### config.mk
export PLATFORM = sky130hd
export DESIGN_NAME = parallel_to_serial
export DESIGN_NICKNAME = d
export VERILOG_FILES = /design/src/rtl/parallel_to_serial.sv
export SDC_FILE = /design/constraint.sdc
export NUM_CORES = 1
export LEC_CHECK = 0
export BUFFER_PORTS_ARGS = -buffer_cell sky130_fd_sc_hd__buf_2
export CAP_MARGIN = 40
export CORE_AREA = 4 4 45 47
export DETAILED_ROUTE_END_ITERATION = 16
export DIE_AREA = 0 0 49 51
export PLACE_DENSITY_LB_ADDON = 0.05
export SETUP_SLACK_MARGIN = 0.05
export SLEW_MARGIN = 20
export SYNTH_ARGS = -nofsm -noshare
export SYNTH_HDL_FRONTEND = slang
export SYNTH_SLANG_ARGS = --single-unit
export TNS_END_PERCENT = 1
### constraint.sdc
create_clock -name clk -period 1.8 [get_ports clk]
set_input_delay 0.36 -clock clk [delete_from_list [all_inputs] [get_ports clk]]
set_output_delay 0.36 -clock clk [all_outputs]
set_load 0.005 [all_outputs]
### src/rtl/parallel_to_serial.sv
// Transmit side of the byte serial link: captures a word on ready/load and shifts
// it out one bit per bit_tick, strobing shift_enable per bit and pulsing done at the end.
module parallel_to_serial #(
    parameter int   WIDTH      = 8,
    parameter bit   MSB_FIRST  = 1'b1,
    parameter logic IDLE_LEVEL = 1'b0
) (
    input  logic             clk,
    input  logic             rstN,
    input  logic             load,
    input  logic [WIDTH-1:0] data_in,
    input  logic             bit_tick,
    output logic             ready,
    output logic             busy,
    output logic             serial_out,
    output logic             shift_enable,
    output logic             done
);

    localparam int CW = $clog2(WIDTH);
    localparam logic [CW-1:0] LAST_COUNT = CW'(WIDTH - 1);

    typedef enum logic [1:0] {
        IDLE,
        SHIFT,
        FINISH
    } state_t;

    state_t           state_q;
    logic [WIDTH-1:0] shreg_q;
    logic [CW-1:0]    count_q;
    logic             ready_q;
    logic             busy_q;
    logic             serialOut_q;
    logic             shiftEnable_q;
    logic             done_q;

    logic             nextBit_d;
    logic [WIDTH-1:0] shifted_d;

    // The bit leaving the register and the register after it has left, zero filled.
    assign nextBit_d = MSB_FIRST ? shreg_q[WIDTH-1] : shreg_q[0];
    assign shifted_d = MSB_FIRST ? {shreg_q[WIDTH-2:0], 1'b0} : {1'b0, shreg_q[WIDTH-1:1]};

    always_ff @(posedge clk) begin
        if (!rstN) begin
            state_q       <= IDLE;
            shreg_q       <= '0;
            count_q       <= '0;
            ready_q       <= 1'b1;
            busy_q        <= 1'b0;
            serialOut_q   <= IDLE_LEVEL;
            shiftEnable_q <= 1'b0;
            done_q        <= 1'b0;
        end else begin
            case (state_q)
                IDLE: begin
                    done_q        <= 1'b0;
                    shiftEnable_q <= 1'b0;
                    serialOut_q   <= IDLE_LEVEL;
                    if (load) begin
                        shreg_q <= data_in;
                        count_q <= '0;
                        state_q <= SHIFT;
                        ready_q <= 1'b0;
                        busy_q  <= 1'b1;
                    end
                end
                SHIFT: begin
                    if (bit_tick) begin
                        serialOut_q   <= nextBit_d;
                        shreg_q       <= shifted_d;
                        shiftEnable_q <= 1'b1;
                        // Hold the counter on the last bit so it never wraps.
                        if (count_q == LAST_COUNT) begin
                            state_q <= FINISH;
                        end else begin
                            count_q <= count_q + CW'(1);
                        end
                    end else begin
                        shiftEnable_q <= 1'b0;
                    end
                end
                FINISH: begin
                    shiftEnable_q <= 1'b0;
                    serialOut_q   <= IDLE_LEVEL;
                    done_q        <= 1'b1;
                    ready_q       <= 1'b1;
                    busy_q        <= 1'b0;
                    state_q       <= IDLE;
                end
                default: begin
                    state_q <= IDLE;
                    ready_q <= 1'b1;
                    busy_q  <= 1'b0;
                end
            endcase
        end
    end

    assign ready        = ready_q;
    assign busy         = busy_q;
    assign serial_out   = serialOut_q;
    assign shift_enable = shiftEnable_q;
    assign done         = done_q;

endmodule

; ---- Yosys cells after proc, flatten, opt, wreduce, memory -nomap -nowiden
; Cells that the tools add are included.
[totals]
output_inout_bits = 5
input_bits = 12
reg_bits = 18
wordCells = 47
[op_classes]
bitwise = 1
eq_ne = 7
reduce_logical = 10
add_sub_neg = 1
n_mux = 20
[op_table]
columns = cell, n
row1 = 8-bit two-way mux, 2
row2 = 8-bit one-hot mux with 2 select lines, 1
row3 = 1-bit one-hot mux with 2 select lines, 5
row4 = 3-bit two-way mux, 3
row5 = "2-bit inequality test, second input constant", 4
row6 = 2-bit two-way mux, 3
row7 = 3-bit one-hot mux with 2 select lines, 1
row8 = 3-bit AND reduction, 2
row9 = 2-bit nonzero test, 3
row10 = 1-bit two-way mux, 4
row11 = 2-bit one-hot mux with 2 select lines, 1
row12 = 2-bit AND reduction, 2
row13 = 4-bit AND reduction, 1
row14 = "3-bit by 1-bit adder with 3-bit output, second input constant", 1
row15 = "3-bit == test, second input constant", 1
row16 = "2-bit by 1-bit == test with 1-bit output, second input constant", 1
row17 = "2-bit == test, second input constant", 1
row18 = 2-bit zero test, 1
row19 = 2-bit OR reduction, 1
row20 = 1-bit inverter, 1

; ---- Longest topological paths before layout
; Gate-level depths: netlist of run 1.
[depth]
ltp_word = 4
mapped_depth = 5
depth_no_buf = 5

; ---- Least setup slack after synthesis of run 1
; No wires, ideal clock.
[synth_path]
kind = register -> register
start = register count_q[0]
end = register count_q[1]
synth_period_minus_slack_ns = 1.422
n_path_buf = 0
path_stages_with_launch = 5
slack_ns = 0.378
t_arrival_ns = 1.305
path_cell_list = dfxtp_1 ha_1 ha_1 o31a_4 a32o_1
[synth_via]
elab_chain_cells = 4
word_cells_on_any_way = 7
cone_classes = add/sub (1) / eq/ne (2) / mux (3) / reduce/logical (1)
[synth_lines]
columns = item, line_no
row1 = start: declaration, 31  ; logic [CW-1:0] count_q;
row2 = start signal: assignment, 78  ; count_q <= count_q + CW'(1);
row3 = 3-bit by 1-bit adder with 3-bit output, 78
row4 = 3-bit two-way mux, 75  ; if (count_q == LAST_COUNT) begin
row5 = 3-bit two-way mux, 70  ; if (bit_tick) begin
row6 = 3-bit one-hot mux with 2 select lines, 56  ; case (state_q)
; Parallel ways exist; a longest one is shown, timed or not. The select of a mux whose other input is x is not followed.
; A chain may end at the register's enable or synchronous reset.

; ---- Worst setup path in the final report of run 1
[layout_path]
start = register count_q[0]
end = register count_q[0]
; Same word-level chain as after synthesis.

==> results of run 1 <==
==> worst max-delay path by stage <==
stage | from | end | slack [ps] | cells past startpoint
6_report | count_q[0]$_SDFFE_PN0P_ | count_q[0]$_SDFFE_PN0P_ | 270 | 4
3_3_place_gp | load | count_q[1]$_SDFFE_PN0P_ | 300 | 4
3_5_place_dp | load | count_q[1]$_SDFFE_PN0P_ | 290 | 4
5_1_grt | count_q[0]$_SDFFE_PN0P_ | count_q[0]$_SDFFE_PN0P_ | 230 | 4
2_1_floorplan | count_q[0]$_SDFFE_PN0P_ | count_q[1]$_SDFFE_PN0P_ | 380 | 4
4_1_cts | count_q[0]$_SDFFE_PN0P_ | count_q[0]$_SDFFE_PN0P_ | 270 | 4
==> cells in the mapped netlist <==
cell type,n
a21o_1,1
a21oi_1,5
a31oi_1,2
a32o_1,2
buf_2,1
buf_6,2
clkbuf_1,3
dfxtp_1,18
ha_1,2
inv_1,5
mux2i_1,2
nand2_1,6
nand2b_1,3
nor2_1,2
nor2b_1,1
nor3_1,2
nor4bb_1,1
o21ai_0,1
o221a_1,7
o221ai_1,1
o31a_1,7
o31a_4,1
or3b_1,1
or4_1,1
==> metal layers <==
layer | part of all wire | vias to the layer above
li1 | - | 327
met1 | 0.50 | 306
met2 | 0.42 | 13
met3 | 0.053 | 4
met4 | 0.021 | 0
met5 | 0 | -
==> report_power, final <==
group          switching [mW]  internal (mW)
combinational          0.0465         0.0548
clock                   0.123          0.123
sequential             0.0160          0.424
==> cell type report <==
| class | instances | area (um^2) | area share |
|---|---|---|---|
| Clock buffer | 4 | 36.3 | 0.0395 |
| Inverter | 5 | 18.8 | 0.0204 |
| Multi-Input combinational cell | 48 | 373 | 0.405 |
| Sequential cell | 18 | 360 | 0.392 |
| Tap cell | 17 | 21.3 | 0.0231 |
| Timing Repair Buffer | 20 | 110 | 0.120 |
==> per-stage QoR <==
step,utilization,area [um^2],setup WS [ps]
CTS,0.557,920,270
global placement,0.535,883,296
global route,0.557,920,226
detailed placement,0.535,883,292
finish,0.557,920,273
floorplan,-,791,378
==> worst max-delay path, stage by stage (launching register included) <==
cell and delay [ps]:
dfxtp_1 350, ha_1 200, ha_1 260, or4_1 480, a31oi_1 170
==> registers in the layout, indices dropped and copies added (netlist names) <==
signal	flops
busy	1
count_q	3
done	1
ready	1
serial_out	1
shift_enable	1
shreg_q	8
state_q	2
==> kinds of logic after synthesis <==
family,count (synthesis)
AO/OA/AOI/OAI,27
multiplexers,2
buffers and inverters,11
AND/OR/NAND/NOR,17
flip-flops,18
adder cells (fa/ha/maj),2
==> flow_summary.yaml, run 1 <==
layout:
  insertedDiodeCount: 0
  layout_common_cells: "18 x dfxtp_1, 16 x buf_2, 7 x o31a_1, 7 x o221a_1, 6 x nand2_1"
  layout-drive-gt1-share: 0.263
  final_common_cell: "dfxtp_1"
  fin_cells: 112
  nets: 110
  syn_to_final_growth_pct: 16.3
  fillers: 155
critical_path:
  worstReg2RegStart: "count_q[0]$_SDFFE_PN0P_"
  worst-path-max-fanout: 6
  crit_type: "reg -> reg"
  worstSetupStartpointType: "register"
  ff2ff_setup_slack_ps: 270
  required_ps: 2020
  worstReg2RegEnd: "count_q[0]$_SDFFE_PN0P_"
  cp.arrival_ps: 1750
  endpoint_kind: "register"
  r2r_cells: 4
synthesis:
  synthXorXnorAreaFrac: 0
  synth_top_cell_area_share: 0.456
  synth_area_um2: 791
  synthDistinctLibCells: 24
  netlist_top_cells_area: "dfxtp_1 46%, o221a_1 10%, o31a_1 7.8%, a21oi_1 3.2%, ha_1 3.2%"
  synthMuxAreaShare: 0.0253
  synth-seq-cells: 18
  synth_area_per_cell_um2: 10.3
  syn_nets: 91
  synthAdderAreaFrac: 0.0316
  yosysSeqAreaShare: 0.456
  yosys.area.top_type: "dfxtp_1"
  synth_top_family_by_area: "compound AO/OA/AOI/OAI gates"
  synth_compound_area_frac: 0.299
  syn_inst: 77
  ys_warn_count: 0
  yosys.area_share.simple: 0.116
drt:
  wirelength_um: 1490
  drc: 0
  drt_first_pass_iters: 4
  antenna_left: 0
  avgViaCountPerCell: 5.80
  drt_iter0_markers: 6
  wl_per_cell_um: 13.3
  vias: 650
clock_tree:
  cts_setup_buffers: 0
  cts_max_path_buffers: 2
  post_cts_resized: 0
  cts_buffers: 3
  clock-root-buffer: "clkbuf_4"
  clkSinkCount: 18
  cts_hold_buf: 0
  path_clk_slew_ps: 100
  tritoncts: "built"
  clk_latency_ps: 290
  htree_levels: 1
worst_hold_path:
  hp-class: "in -> reg"
  hold_path_depth: 2
  worstHoldStart: "data_in[6]"
  hold_end: "shreg_q[6]$_SDFFE_PN0P_"
global_routing:
  grt_usage: 0.128
  antenna_found_initial: 0
  grt_overflow: 0
  grt_first_pass_wirelength_um: 2500
  grt_max_degree: 18
  grtUsageMet2: 0.191
  grt_pass1_vias: 585
  grtUsageMet3: 0.0292
  met1_usage: 0.164
  top_usage_layer: "met2"
sta:
  relSlewSlack: 0.771
  period_needed_ps: 1530
  finalHoldViolCount: 0
  slew_violations: 0
  timing.final.crit_share: 0.848
  fmax_ghz: 0.655
  whs_ps: 337
  tightest_slew_ps: 342
  rsz0062_at_grt: "false"
  fin_worst_skew_ps: 2.52
  finalSetupTns_ps: 0
  setup_violations: 0
floorplan:
  start_util: 0.479
  die_h_um: 51
  die_x_um: 49
  dieArea_um2: 2500
  io_pins: 17
  core_area_um2: 1650
  rows: 15
place:
  io_buffer_count: 16
  dpl.hpwl_um: 1040
  place.gp.congestion: 0.732
  dp.cells: 108
power_and_ir_drop:
  ir_drop_mv: 0.522
  leakage_nw: 0.397
  powerDensity_nw_per_um2: 856
  p_total_mw: 0.787
flow_run:
  cap_violations: 0
run_status:
  status: "complete, no violations"
Power figures use the tool's default switching activity.
==> run 2, diff against run 1 <==
--- a/config.mk
+++ b/config.mk
@@ -5,11 +5,12 @@
 export SDC_FILE = /design/constraint.sdc
 export NUM_CORES = 1
 export LEC_CHECK = 0
+export ABC_AREA = 1
 export BUFFER_PORTS_ARGS = -buffer_cell sky130_fd_sc_hd__buf_2
 export CAP_MARGIN = 40
-export CORE_AREA = 4 4 45 47
+export CORE_AREA = 4 4 45 56
 export DETAILED_ROUTE_END_ITERATION = 16
-export DIE_AREA = 0 0 49 51
+export DIE_AREA = 0 0 49 60
 export PLACE_DENSITY_LB_ADDON = 0.05
 export SETUP_SLACK_MARGIN = 0.05
 export SLEW_MARGIN = 20
==> constraint.sdc (replaced) <==
create_clock -name clk -period 1.3 [get_ports clk]
set_input_delay 0.26 -clock clk [delete_from_list [all_inputs] [get_ports clk]]
set_output_delay 0.26 -clock clk [all_outputs]
set_load 0.005 [all_outputs]
==> run 2 against run 1 <==
Synthesized cell count up 65%. Final cell count up 51%. Wire length up 18%. Fmax up 24%. First-iteration DRC count rose to 2.5 times the previous value. Clock skew up 2.9 ps.
==> flow_summary.yaml, run 2 <==
drt:
  vias: 809
  avgViaCountPerCell: 4.79
  wl_per_cell_um: 10.4
  drc: 0
  wirelength_um: 1760
  drt_iter0_markers: 15
  drt_first_pass_iters: 4
  antenna_left: 0
critical_path:
  worstSetupStartpointType: "register"
  worst-path-max-fanout: 5
  crit_type: "reg -> reg"
  crit_buf_inv: 0
  endpoint_kind: "register"
  cp_cell_sequence: "ha_4, ha_4, a21oi_4, nand3_2, nand2_1, nand2_1, nor2_1"
  cp.arrival_ps: 1460
  cp_slowest_cell: "dfxtp_2"
  critPathMaxStageDelay_ps: 350
  cp_top_family: "simple AND/OR/NAND/NOR gates"
  required_ps: 1530
power_and_ir_drop:
  powerDensity_nw_per_um2: 1140
  leakage_nw: 0.546
  p_total_mw: 1.25
  ir_drop_mv: 0.531
layout:
  largest_register_ffs: 8
  syn_to_final_growth_pct: 21.7
  fin_util: 0.553
  insertedDiodeCount: 0
  fin_cells: 169
  nets: 164
  regMostFlops: "shreg_q"
  layout_common_cells: "30 x nand2_1, 23 x nor2_1, 17 x inv_1"
  layout-drive-gt1-share: 0.282
  reg.largest.list: "shreg_q (8), count_q (3), state_q (2)"
  final_common_cell: "nand2_1"
synthesis:
  yosys-top-cells-count: "30 x nand2_1, 23 x nor2_1, 18 x dfxtp_1, 17 x inv_1, 8 x o21ai_0"
  ys_warn_count: 0
  netlist_top_cells_area: "dfxtp_1 40%, nand2_1 13%, nor2_1 9.6%, inv_1 7.1%, o21ai_0 4.4%"
  yosys.area.top_type: "dfxtp_1"
  synth_area_um2: 901
  synth-main-ff-cell: "dfxtp_1"
  synthDistinctLibCells: 20
  synth.most_common_cell: "nand2_1"
  yosysSeqAreaShare: 0.400
  syn_nets: 141
  synth_top_cell_area_share: 0.400
  syn_inst: 127
  async_flop_share: 0
  synth_area_per_cell_um2: 7.09
  synth-seq-cells: 18
  synth-edff-count: 0
place:
  dpl.hpwl_um: 1250
  place.gp.congestion: 0.736
  io_buffer_count: 16
  dp.cells: 162
worst_hold_path:
  hp-class: "in -> reg"
floorplan:
  die_x_um: 49
  rows: 18
  dieArea_um2: 2940
  die_h_um: 60
  io_pins: 17
  start_util: 0.455
  core_area_um2: 1980
sta:
  relSlewSlack: 0.821
  timing.final.crit_share: 0.944
  fin_worst_skew_ps: 5.47
  fmax_ghz: 0.815
  finalSetupTns_ps: 0
  tightest_slew_ps: 268
  slew_violations: 0
  rsz0062_at_grt: "true"
  whs_ps: 229
  finalHoldViolCount: 0
  setup_violations: 0
  period_needed_ps: 1230
clock_tree:
  htree_levels: 1
  tritoncts: "built"
  path_clk_slew_ps: 110
  cts_max_path_buffers: 2
  clock-root-buffer: "clkbuf_4"
  clkSinkCount: 18
  clk_latency_ps: 290
  cts_buffers: 3
  cts_hold_buf: 0
global_routing:
  grt_first_pass_wirelength_um: 3020
  grt_max_degree: 18
  grt_pass1_vias: 740
  grt_overflow: 0
  antenna_found_initial: 0
  grt_usage: 0.131
run_status:
  status: "complete, no violations"
flow_run:
  cap_violations: 0
-- run 2: cell types whose count changed after synthesis, sizes merged, moves of 2 or more --
cell    delta
nand2     +28
nor2      +22
inv       +13
nand3      +8
o31a       -8
o21ai      +7
o221a      -7
nand2b     -3
a31oi      -2
a32o       -2
clkbuf     -2
mux2i      -2
nand4      +2
-- run 2: cell type report --
type / instances / area, um^2
Tap cell: 20 / 25.0
Timing Repair Buffer: 22 / 125
Clock buffer: 4 / 36.3
Inverter: 18 / 70.1
Fill cell: 189 / 886
Multi-Input combinational cell: 87 / 474
Sequential cell: 18 / 365
-- run 2: path summary, 6_finish.rpt --
path	end	startpoint	slack, ps	cells past startpoint
worst min-delay path	state_q[0]$_SDFFE_PN0P_	load	230	3
worst min register to register	shreg_q[0]$_SDFFE_PN0P_	shreg_q[0]$_SDFFE_PN0P_	470	2
worst max register to register	count_q[0]$_SDFFE_PN0P_	count_q[1]$_SDFFE_PN0P_	70	7
worst max-delay path	count_q[0]$_SDFFE_PN0P_	count_q[1]$_SDFFE_PN0P_	70	7
-- run 2: what timing repair did --
| item | CTS | global route |
|---|---|---|
| endpoints found under the setup margin | 3 | 10 |
| buffers inserted | 3 | 0 |
| resized for setup | 6 | 3 |
| pin swaps | 5 | 0 |
-- run 2: through the flow --
step | worst slack [ps] | cell area, um^2
after global placement | 22.9 | 1000
after floorplan | 75.6 | 910
after CTS | 52.3 | 1090
after detailed placement | -37.4 | 1000
final | 72.8 | 1100
after global routing | 4.87 | 1100
-- run 2: where the power goes --
group | internal (mW) | switching (mW)
Combinational | 0.110 | 0.158
Sequential | 0.602 | 0.0253
Clock | 0.171 | 0.181
-- run 2: worst reg2reg max path, stage by stage (launching register included) --
cell and delay, ps:
dfxtp_2 350, ha_4 160, ha_4 160, a21oi_4 120, nand3_2 120, nand2_1 100
nand2_1 50, nor2_1 100
-- run 2: kinds of logic (layout without fill, tap and decap cells) --
kind of cell / count (synthesis) / count (layout) / synth area share
fa+ha+maj: 2 / 2 / 0.0278
buf+inv: 22 / 44 / 0.119
flops: 18 / 18 / 0.400
compound gates: 16 / 16 / 0.0945
simple gates: 69 / 69 / 0.358
-- run 2: metal layers --
layer  share of wire  up-vias  track usage
met1            0.46      352        0.155
met3           0.046        2       0.0249
met4           0.011        0       0.0615
met2            0.48       16        0.228
li1                -      439            -
met5               0        -            0
==> run 3, diff against run 2 <==
--- a/config.mk
+++ b/config.mk
@@ -8,12 +8,12 @@
 export ABC_AREA = 1
 export BUFFER_PORTS_ARGS = -buffer_cell sky130_fd_sc_hd__buf_2
 export CAP_MARGIN = 40
-export CORE_AREA = 4 4 45 56
+export CORE_AREA = 4 4 43 54
 export DETAILED_ROUTE_END_ITERATION = 16
-export DIE_AREA = 0 0 49 60
+export DIE_AREA = 0 0 47 58
 export PLACE_DENSITY_LB_ADDON = 0.05
 export SETUP_SLACK_MARGIN = 0.05
-export SLEW_MARGIN = 20
+export SLEW_MARGIN = 10
 export SYNTH_ARGS = -nofsm -noshare
 export SYNTH_HDL_FRONTEND = slang
 export SYNTH_SLANG_ARGS = --single-unit
==> constraint.sdc (replaced) <==
create_clock -name clk -period 1.4 [get_ports clk]
set_input_delay 0.28 -clock clk [delete_from_list [all_inputs] [get_ports clk]]
set_output_delay 0.28 -clock clk [all_outputs]
set_load 0.005 [all_outputs]
==> run 3 against run 2 <==
Die area is 7.3% lower. Clock-buffer cell count is 1 lower. Largest power group unchanged. Clock power is 28% lower. Non-clock buffer count is 4 lower. Via count is 1.6% lower. Combinational power is 15% lower. Clock skew is 3.7 ps lower. Critical path type unchanged. Design area is 7.0% lower.
==> flow_summary.yaml, run 3 (synthesis gave the netlist of run 2 again) <==
layout:
  syn_to_final_growth_pct: 13.2
  nets: 160
  fillers: 184
  fin_util: 0.571
  fin_cells: 163
  largest_register_ffs: 8
  regMostFlops: "shreg_q"
  layout_common_cells: "30 x nand2_1, 23 x nor2_1, 17 x inv_1"
  layout-drive-gt1-share: 0.243
  insertedDiodeCount: 0
  reg.largest.list: "shreg_q (8), count_q (3), state_q (2)"
  final_common_cell: "nand2_1"
  design_area_um2: 1020
sta:
  setup_violations: 0
  period_needed_ps: 1290
  tightest_slew_ps: 252
  fin_ws_ps: 107
  finalHoldViolCount: 0
  finalSetupTns_ps: 0
  rsz0062_at_grt: "true"
  fmax_ghz: 0.773
  slew_violations: 0
  relSlewSlack: 0.832
  fin_worst_skew_ps: 1.78
  timing.final.crit_share: 0.924
  whs_ps: 261
worst_hold_path:
  hold_end: "state_q[0]$_SDFFE_PN0P_"
  hold_path_depth: 3
  worstHoldStart: "load"
  hp-class: "in -> reg"
power_and_ir_drop:
  power_frac_comb: 0.215
  swShare: 0.294
  p_int_mw: 0.750
  switchingPower_mw: 0.313
  powerDensity_nw_per_um2: 1040
  p_total_mw: 1.06
  sequentialPowerShare: 0.547
  ir_drop_mv: 0.594
  leakage_nw: 0.517
  pwr-share-clk: 0.238
critical_path:
  critPathMaxStageDelay_ps: 340
  endpoint_kind: "register"
  cp_common_cell: "nor2_1"
  required_ps: 1600
  crit_type: "reg -> reg"
  worst-path-max-fanout: 5
  cp_cell_sequence: "ha_1, ha_2, a21oi_2, nand3_2, nor2_1, nor2_1"
  worstSetupStartpointType: "register"
  cp.arrival_ps: 1490
  cp_top_family: "adder cells"
  ff2ff_setup_slack_ps: 110
  worstReg2RegEnd: "count_q[1]$_SDFFE_PN0P_"
  worstReg2RegStart: "count_q[0]$_SDFFE_PN0P_"
  cp_slowest_cell: "dfxtp_2"
  crit_buf_inv: 0
  r2r_cells: 6
place:
  dpl.hpwl_um: 1210
  dpl_cell_area_um2: 975
  place.gp.congestion: 0.763
  pre_cts_slack_ps: 23.3
  io_buffer_count: 16
  dp.cells: 159
drt:
  antenna_left: 0
  drc: 0
  drt_first_pass_iters: 3
  wl_per_cell_um: 10.0
  wirelength_um: 1640
  vias: 796
  avgViaCountPerCell: 4.88
  drt_iter0_markers: 8
global_routing:
  grt_usage: 0.144
  grt_max_degree: 18
  antenna_found_initial: 0
  grt_pass1_vias: 740
  grt_overflow: 0
  grt_first_pass_wirelength_um: 2910
floorplan:
  io_pins: 17
  dieArea_um2: 2730
  core_area_um2: 1790
  die_x_um: 47
  rows: 17
  start_util: 0.504
  die_h_um: 58
clock_tree:
  cts_hold_buf: 0
  cts_buffers: 3
  clk_latency_ps: 290
  path_clk_slew_ps: 100
  clock-root-buffer: "clkbuf_4"
  cts_max_path_buffers: 2
  tritoncts: "built"
  clkSinkCount: 18
  htree_levels: 1
flow_run:
  cap_violations: 0
run_status:
  status: "complete, no violations"
-- run 3: cell type report --
type | count | area (um^2) | area share
clock buffer | 3 | 22.5 | 0.0221
inverter | 18 | 70.1 | 0.0687
multi-input combinational | 87 | 444 | 0.436
sequential | 18 | 364 | 0.357
tap | 19 | 23.8 | 0.0233
timing repair buffer | 18 | 95.1 | 0.0933
-- run 3: power groups by stage --
stage	logic, mW	clock network, mW	registers [mW]
2_1_floorplan	0.190	0	0.584
3_3_place_gp	0.225	0	0.590
3_5_place_dp	0.227	0	0.592
4_1_cts	0.231	0.260	0.580
5_1_grt	0.269	0.282	0.587
6_report	0.228	0.253	0.581
-- run 3: worst max path at each step --
stage,from,endpoint,slack (ps),depth (start not counted)
floorplan,count_q[0]$_SDFFE_PN0P_,count_q[0]$_SDFFE_PN0P_,130,6
global placement,count_q[0]$_SDFFE_PN0P_,count_q[0]$_SDFFE_PN0P_,70,6
detailed placement,count_q[0]$_SDFFE_PN0P_,count_q[1]$_SDFFE_PN0P_,20,6
CTS,count_q[0]$_SDFFE_PN0P_,count_q[0]$_SDFFE_PN0P_,80,7
global route,count_q[0]$_SDFFE_PN0P_,count_q[0]$_SDFFE_PN0P_,0.9,7
finish,count_q[0]$_SDFFE_PN0P_,count_q[1]$_SDFFE_PN0P_,110,6
-- run 3: worst min-delay path: cells and delay by family --
| family | cells | cell delay [ps] |
|---|---|---|
| AO/OA/AOI/OAI | 1 | 50 |
| AND/OR/NAND/NOR | 1 | 60 |
| buffers and inverters | 1 | 120 |
-- run 3: what timing repair did --
action / 4_1_cts / 5_1_grt
pin swaps: 0 / 2
resized for setup: 2 / 4
setup buffers: 0 / 1
endpoints found under the setup margin: 3 / 9
-- run 3: metal layers --
metal,GRT usage,wire length [um]
met3,0.0280,71
met2,0.239,788
met1,0.166,733
met4,0.0751,44
met5,0,0
